### config.mk
export PLATFORM = sky130hd
export DESIGN_NAME = audio_sample_pacer_flat
export DESIGN_NICKNAME = d
export VERILOG_FILES = /design/src/rtl/audio_sample_pacer_if.sv /design/src/rtl/audio_sample_pacer.sv /design/src/flat_wrapper.sv
export SDC_FILE = /design/constraint.sdc
export NUM_CORES = 1
export LEC_CHECK = 0
export ABC_AREA = 1
export CELL_PAD_IN_SITES_DETAIL_PLACEMENT = 1
export CELL_PAD_IN_SITES_GLOBAL_PLACEMENT = 2
export CORE_UTILIZATION = 26
export DETAILED_ROUTE_END_ITERATION = 12
export PLACE_DENSITY = 0.85
export RECOVER_POWER = 25
export REMOVE_ABC_BUFFERS = 1
export SLEW_MARGIN = 20
export SYNTH_ARGS = -nofsm -noshare
export SYNTH_HDL_FRONTEND = slang
export SYNTH_SLANG_ARGS = --single-unit
### constraint.sdc
create_clock -name clk -period 2.4 [get_ports clk]
set_input_delay 0.36 -clock clk [delete_from_list [all_inputs] [get_ports clk]]
set_output_delay 0.36 -clock clk [all_outputs]
set_load 0.005 [all_outputs]
### src/rtl/audio_sample_pacer_if.sv
// Handshake bundle around audio_sample_pacer: player-side sample stream in, codec-side
// Avalon-ST samples out. The pacer connects through "master"; the player/codec side uses "slave".
interface audio_sample_pacer_if;
    logic [15:0] sample_data_l;
    logic        sample_valid_l;
    logic [15:0] sample_data_r;
    logic        sample_valid_r;
    logic        left_chan_ready;
    logic        right_chan_ready;
    logic [15:0] codec_l_data;
    logic        codec_l_valid;
    logic        codec_l_ready;
    logic [15:0] codec_r_data;
    logic        codec_r_valid;
    logic        codec_r_ready;

    modport master (
        input  sample_data_l, sample_valid_l, sample_data_r, sample_valid_r,
        input  codec_l_ready, codec_r_ready,
        output left_chan_ready, right_chan_ready,
        output codec_l_data, codec_l_valid, codec_r_data, codec_r_valid
    );

    modport slave (
        output sample_data_l, sample_valid_l, sample_data_r, sample_valid_r,
        output codec_l_ready, codec_r_ready,
        input  left_chan_ready, right_chan_ready,
        input  codec_l_data, codec_l_valid, codec_r_data, codec_r_valid
    );
endinterface

### src/rtl/audio_sample_pacer.sv
// Paces the ROM sample player at the codec rate and turns its offset-binary streams into
// signed, volume-scaled codec samples. Define AUDIO_PACER_MIX_EN for a saturated mono mix.
module audio_sample_pacer #(
    parameter int CLK_DIV = 6250,
    parameter int SETTLE  = 3
) (
    input  logic                 clk,
    input  logic                 reset,
    audio_sample_pacer_if.master bus,
    input  logic [2:0]           vol_bgm,
    input  logic [2:0]           vol_sfx,
    input  logic                 mute,
    output logic [15:0]          underrun_count,
    output logic [15:0]          overrun_count
);
    localparam int TW = $clog2(CLK_DIV);
    localparam int SW = (SETTLE > 1) ? $clog2(SETTLE) : 1;
    localparam logic [TW-1:0] TICK_LAST   = TW'(CLK_DIV - 1);
    localparam logic [SW-1:0] SETTLE_LOAD = SW'(SETTLE - 1);

    typedef enum logic [1:0] {IDLE, REQ, SETTLE_W, DRAIN} state_t;

    state_t         r_state, w_state_nxt;
    logic [TW-1:0]  r_tick_cnt;
    logic [SW-1:0]  r_settle_cnt;
    logic           r_pending;
    logic [15:0]    r_l_data, r_r_data;
    logic           r_l_valid, r_r_valid;
    logic [15:0]    r_underrun, r_overrun;

    logic w_tick, w_both_valid, w_ready;
    logic w_settle_load, w_capture, w_silence, w_underrun, w_pending_set, w_pending_clr;
    logic w_push, w_overrun;

    assign w_tick       = (r_tick_cnt == TICK_LAST);
    assign w_both_valid = bus.sample_valid_l && bus.sample_valid_r;

    // NOTE: every output of this block gets a default first, so no path can infer a latch.
    always_comb begin
        w_state_nxt   = r_state;
        w_ready       = 1'b0;
        w_settle_load = 1'b0;
        w_capture     = 1'b0;
        w_silence     = 1'b0;
        w_underrun    = 1'b0;
        w_pending_set = 1'b0;
        w_pending_clr = 1'b0;
        case (r_state)
            IDLE: begin
                if (w_tick || r_pending) begin
                    w_state_nxt   = REQ;
                    w_pending_clr = 1'b1;
                end
            end
            REQ: begin
                w_ready = 1'b1;
                if (w_both_valid) begin
                    w_settle_load = 1'b1;
                    w_state_nxt   = SETTLE_W;
                    // the new period starts before this sample lands: catch it up afterwards
                    w_pending_set = w_tick;
                    w_underrun    = w_tick;
                end else if (w_tick) begin
                    w_silence  = 1'b1;
                    w_underrun = 1'b1;
                end
            end
            SETTLE_W: begin
                w_ready       = 1'b1;
                w_pending_set = w_tick;
                w_underrun    = w_tick;
                if (r_settle_cnt == '0) begin
                    w_capture   = 1'b1;
                    w_state_nxt = DRAIN;
                end
            end
            DRAIN: begin
                w_pending_set = w_tick;
                w_underrun    = w_tick;
                if (!bus.sample_valid_l && !bus.sample_valid_r) w_state_nxt = IDLE;
            end
            default: w_state_nxt = IDLE;
        endcase
    end

    // NOTE: state registers use non-blocking assignments so every flop samples pre-edge values.
    always_ff @(posedge clk or posedge reset) begin
        if (reset) begin
            r_state      <= IDLE;
            r_tick_cnt   <= '0;
            r_settle_cnt <= '0;
            r_pending    <= 1'b0;
        end else begin
            r_state    <= w_state_nxt;
            r_tick_cnt <= w_tick ? '0 : r_tick_cnt + TW'(1);
            if (w_settle_load)
                r_settle_cnt <= SETTLE_LOAD;
            else if (r_state == SETTLE_W && r_settle_cnt != '0)
                r_settle_cnt <= r_settle_cnt - SW'(1);
            if (w_pending_set)
                r_pending <= 1'b1;
            else if (w_pending_clr)
                r_pending <= 1'b0;
        end
    end

    // Offset binary -> two's complement, then attenuate with sign extension
    logic signed [15:0] w_s_l, w_s_r, w_a_l, w_a_r, w_out_l, w_out_r;
    assign w_s_l = {~bus.sample_data_l[15], bus.sample_data_l[14:0]};
    assign w_s_r = {~bus.sample_data_r[15], bus.sample_data_r[14:0]};
    assign w_a_l = w_s_l >>> vol_bgm;
    assign w_a_r = w_s_r >>> vol_sfx;

`ifdef AUDIO_PACER_MIX_EN
    logic signed [16:0] w_sum;
    logic signed [15:0] w_mix;
    assign w_sum = {w_a_l[15], w_a_l} + {w_a_r[15], w_a_r};
    always_comb begin
        w_mix = w_sum[15:0];
        if (w_sum[16] != w_sum[15]) w_mix = w_sum[16] ? 16'sh8000 : 16'sh7FFF;
    end
    assign w_out_l = mute ? 16'sh0000 : w_mix;
    assign w_out_r = mute ? 16'sh0000 : w_mix;
`else
    assign w_out_l = mute ? 16'sh0000 : w_a_l;
    assign w_out_r = mute ? 16'sh0000 : w_a_r;
`endif

    assign w_push    = w_capture || w_silence;
    assign w_overrun = w_push && ((r_l_valid && !bus.codec_l_ready) ||
                                  (r_r_valid && !bus.codec_r_ready));

    always_ff @(posedge clk or posedge reset) begin
        if (reset) begin
            r_l_data   <= '0;
            r_r_data   <= '0;
            r_l_valid  <= 1'b0;
            r_r_valid  <= 1'b0;
            r_underrun <= '0;
            r_overrun  <= '0;
        end else begin
            if (w_push) begin
                r_l_data  <= w_capture ? w_out_l : '0;
                r_r_data  <= w_capture ? w_out_r : '0;
                r_l_valid <= 1'b1;
                r_r_valid <= 1'b1;
            end else begin
                if (r_l_valid && bus.codec_l_ready) r_l_valid <= 1'b0;
                if (r_r_valid && bus.codec_r_ready) r_r_valid <= 1'b0;
            end
            if (w_underrun && r_underrun != 16'hFFFF) r_underrun <= r_underrun + 16'd1;
            if (w_overrun && r_overrun != 16'hFFFF)   r_overrun  <= r_overrun + 16'd1;
        end
    end

    assign bus.left_chan_ready  = w_ready;
    assign bus.right_chan_ready = w_ready;
    assign bus.codec_l_data     = r_l_data;
    assign bus.codec_r_data     = r_r_data;
    assign bus.codec_l_valid    = r_l_valid;
    assign bus.codec_r_valid    = r_r_valid;
    assign underrun_count       = r_underrun;
    assign overrun_count        = r_overrun;
endmodule

### src/flat_wrapper.sv
// flat-port wrapper written by rule: the top's interface ports become plain ports
module audio_sample_pacer_flat 
#(
    parameter int CLK_DIV = 6250,
    parameter int SETTLE  = 3
)
  (clk, reset, vol_bgm, vol_sfx, mute, underrun_count, overrun_count, bus_sample_data_l, bus_sample_valid_l, bus_sample_data_r, bus_sample_valid_r, bus_codec_l_ready, bus_codec_r_ready, bus_left_chan_ready, bus_right_chan_ready, bus_codec_l_data, bus_codec_l_valid, bus_codec_r_data, bus_codec_r_valid);
  audio_sample_pacer_if bus_i ();
  input  logic clk;
  input  logic reset;
  input  logic [2:0] vol_bgm;
  input  logic [2:0] vol_sfx;
  input  logic mute;
  output logic [15:0] underrun_count;
  output logic [15:0] overrun_count;
  input wire logic [$bits(bus_i.sample_data_l)-1:0] bus_sample_data_l;
  input wire logic [$bits(bus_i.sample_valid_l)-1:0] bus_sample_valid_l;
  input wire logic [$bits(bus_i.sample_data_r)-1:0] bus_sample_data_r;
  input wire logic [$bits(bus_i.sample_valid_r)-1:0] bus_sample_valid_r;
  input wire logic [$bits(bus_i.codec_l_ready)-1:0] bus_codec_l_ready;
  input wire logic [$bits(bus_i.codec_r_ready)-1:0] bus_codec_r_ready;
  output wire logic [$bits(bus_i.left_chan_ready)-1:0] bus_left_chan_ready;
  output wire logic [$bits(bus_i.right_chan_ready)-1:0] bus_right_chan_ready;
  output wire logic [$bits(bus_i.codec_l_data)-1:0] bus_codec_l_data;
  output wire logic [$bits(bus_i.codec_l_valid)-1:0] bus_codec_l_valid;
  output wire logic [$bits(bus_i.codec_r_data)-1:0] bus_codec_r_data;
  output wire logic [$bits(bus_i.codec_r_valid)-1:0] bus_codec_r_valid;
  assign bus_i.sample_data_l = bus_sample_data_l;
  assign bus_i.sample_valid_l = bus_sample_valid_l;
  assign bus_i.sample_data_r = bus_sample_data_r;
  assign bus_i.sample_valid_r = bus_sample_valid_r;
  assign bus_i.codec_l_ready = bus_codec_l_ready;
  assign bus_i.codec_r_ready = bus_codec_r_ready;
  assign bus_left_chan_ready = bus_i.left_chan_ready;
  assign bus_right_chan_ready = bus_i.right_chan_ready;
  assign bus_codec_l_data = bus_i.codec_l_data;
  assign bus_codec_l_valid = bus_i.codec_l_valid;
  assign bus_codec_r_data = bus_i.codec_r_data;
  assign bus_codec_r_valid = bus_i.codec_r_valid;
  audio_sample_pacer #(.CLK_DIV(CLK_DIV), .SETTLE(SETTLE)) u_core (.clk(clk), .reset(reset), .bus(bus_i), .vol_bgm(vol_bgm), .vol_sfx(vol_sfx), .mute(mute), .underrun_count(underrun_count), .overrun_count(overrun_count));
endmodule
==> flow_metrics.py <==
metrics = {
    "die": {
        "io_pins": 113,
        "start_util_pct": 26.9,
        "dieArea_um2": 21000,
        "core-area_um2": 19700,
        "chipHeight_um": 145,
        "fp-row-count": 51,
        "die_w_um": 145,
    },
    "route": {
        "drc": 0,
        "num_vias": 5236,
        "routed_wl_mm": 16.0,
        "ant_nets": 0,
        "drt-initial-drc-count": 151,
        "drtPass1Iterations": 6,
        "wl_per_cell_um": 14.1,
        "avgViaCountPerCell": 4.63,
    },
    "clock_network": {
        "cts_made_buffers": 9,
        "cts.repair.resized": 0,
        "cts_buffer_depth": 2,
        "htreeDepth": 3,
        "clock_latency_ns": 0.35,
        "clkSlewWorstSetupHoldPaths_ns": 0.07,
        "cts_tree": "done",
        "clkSinkCount": 84,
        "root_buffer": "clkbuf_16",
        "hold_buffers": 0,
        "post_cts_buffers": 0,
    },
    "setup_path": {
        "startpoint_type": "flop",
        "cp_max_fo": 11,
        "crit_type": "reg2reg",
        "cp-end-kind": "flop",
        "crit_path_start": "u_core.r_state[0]$_DFFE_PP0P_",
        "r2r-start": "u_core.r_state[0]$_DFFE_PP0P_",
        "cp.required_ns": 2.68,
        "r2r_setup_slack_ns": 0.34,
        "arrival_ns": 2.35,
        "rr_endpoint": "u_core.bus.codec_r_data[2]$_DFFE_PP0P_",
        "rr_worst_depth": 8,
    },
    "power_and_ir_drop": {
        "seq_power_share_pct": 38.3,
        "p_leak_nw": 3.26,
        "switchingPower_w": 0.00164,
        "vdd.ir_drop.worst_uv": 391,
        "finalPower_w": 0.00507,
        "p_per_area_nw_per_um2": 721,
        "clockPowerShare_pct": 29.0,
        "p_comb_share_pct": 32.7,
        "internal-power_w": 0.00343,
        "p_sw_share_pct": 32.3,
    },
    "sta": {
        "clock_skew_ns": 0.0123,
        "hold_viol": 0,
        "fmax_mhz": 485,
        "drv_slew": 0,
        "min_period_over_period_pct": 86.0,
        "relSlewSlack_pct": 19.5,
        "tightest_slew_ns": 1.21,
        "grt_setup_unrepaired": "no",
        "setup_viol": 0,
        "min_period_ns": 2.06,
    },
    "synthesis": {
        "synth.avg_cell_area_um2": 7.06,
        "yosysMostFrequentCell": "nand2_1",
        "synth_common_cells": "nand2_1, nand3_1, dfrtp_1",
        "ys_warn_count": 0,
        "async_reset_ff_share_pct": 100,
        "synth-edff-count": 0,
        "yosysTopAreaCell": "dfrtp_1",
        "ys_seq_area_share_pct": 39.6,
        "syn_inst": 752,
        "synth_ff_type": "dfrtp_1",
        "synth_top_cells_by_area": "dfrtp_1, nand2_1, nand3_1",
        "ys_seq_elements": 84,
        "synth_top_cell_area_share_pct": 39.6,
        "synth_area_um2": 5310,
        "synth_cell_types": 33,
    },
    "place": {
        "hpwl_mm": 12.0,
        "io_buffers": 112,
        "place_congestion": 0.788,
        "place_area_um2": 6730,
    },
    "global_route": {
        "grt_pass1_vias": 5267,
        "grt_usage_pct": 16.3,
        "gr-total-overflow": 0,
        "grt_max_degree": 85,
        "grt_pass1_wl_mm": 26.7,
        "antenna_found_initial": 0,
    },
    "final_layout": {
        "layout-drive-gt1-share_pct": 6.46,
        "fin_nets": 916,
        "fillCellCount": 2430,
        "design_area_um2": 7030,
        "fin_util_pct": 35.7,
        "area_delta_synth_final_pct": 32.5,
        "antenna-diode-count": 0,
    },
    "hold_path": {
        "whs_path_depth": 2,
        "hold_end": "u_core.bus.codec_l_data[12]$_DFFE_PP0P_",
        "hp-start": "u_core.bus.codec_l_data[12]$_DFFE_PP0P_",
        "hp-class": "reg2reg",
    },
    "job": {
        "max_cap_violations": 0,
    },
    "run_status": {
        "status": "complete, no violations",
    },
}
==> cells by family after synthesis <==
family / share of synthesized area, %
adders and majority gates: 2.12
and+or+nand+nor: 41.1
buffers and inverters: 6.93
muxes: 2.64
AOI/OAI and AO/OA: 4.17
DFF: 39.6
xor gates and xnor gates: 3.46
==> layout make-up <==
type	count	area, um2	share of cell area, %
multi-input cells	578	2840	40.4
clock buffers	10	239	3.40
inverters	67	253	3.59
flip-flops and latches	84	2100	29.9
repair buffers	122	1200	17.0
clock inverters	6	71.3	1.01
well taps	265	332	4.72
==> how the worst max path moves through the flow <==
stage	to	cells after the start
after floorplan	u_core.bus.codec_l_data[0]$_DFFE_PP0P_	1
after global placement	u_core.overrun_count[14]$_DFFE_PP0P_	7
after detailed placement	u_core.overrun_count[1]$_DFFE_PP0P_	7
after CTS	u_core.bus.codec_r_data[2]$_DFFE_PP0P_	8
after global routing	u_core.bus.codec_r_data[2]$_DFFE_PP0P_	8
final	u_core.bus.codec_r_data[2]$_DFFE_PP0P_	8
==> worst max-delay path, cell delays in order, from the launching register on <==
cell     delay, ns
dfrtp_1       0.41
inv_1         0.10
ha_1          0.19
nand2_2       0.12
nor2_1        0.14
inv_2         0.13
nor2_1        0.62
nand3_1       0.16
nand3_1       0.12
==> layout by cell type (no fill, tap or decap), types with 5 or more instances in the layout <==
master           instances
mux2i_1                 14
clkdlybuf4s50_1        111
clkbuf_16                9
o21ai_0                 29
nand3_1                134
xor2_1                   9
ha_1                     9
nand4_1                 10
a21oi_1                  8
xnor2_1                 12
dfrtp_1                 84
buf_4                    9
nor2_2                   5
inv_1                   62
nor2_1                  50
nor3_1                   8
nand2_1                257
or2_2                    9
==> flip-flops by register name, indices dropped and copies added (netlist names) <==
name	cells
u_core.bus.codec_l_valid	1
u_core.r_settle_cnt	2
u_core.underrun_count	16
u_core.r_pending	1
u_core.r_tick_cnt	13
u_core.bus.codec_r_data	16
u_core.r_state	2
u_core.overrun_count	16
u_core.bus.codec_l_data	16
u_core.bus.codec_r_valid	1
==> power groups by stage <==
stage / registers, W / clock network, W / logic [W]
2_1_floorplan: 0.00192 / 0 / 0.000743
3_3_place_gp: 0.00197 / 0 / 0.00166
3_5_place_dp: 0.00196 / 0 / 0.00169
4_1_cts: 0.00195 / 0.00153 / 0.00170
5_1_grt: 0.00198 / 0.00157 / 0.00186
6_report: 0.00194 / 0.00147 / 0.00166
==> layer usage <==
metal / wire (um) / share of wire [%] / vias to the layer above / track usage (%)
li1: - / - / 2650 / -
met1: 7820 / 49 / 2483 / 21.9
met5: 0 / 0 / - / 0
met4: 146 / 0.91 / 0 / 3.82
met3: 514 / 3.2 / 9 / 3.13
met2: 7510 / 47 / 94 / 27.0
==> metrics by stage <==
stage                     setup TNS, ns  setup slack, ns  cells  hold WS (ns)
after global placement                0            0.298   1116         0.487
after CTS                             0            0.314   1132         0.478
final                                 0            0.336   1132         0.506
after floorplan                  -10.51           -0.125    729         0.470
after global routing                  0            0.149   1132         0.541
after detailed placement              0            0.254   1116         0.495
(Power assumes the default switching activity.)
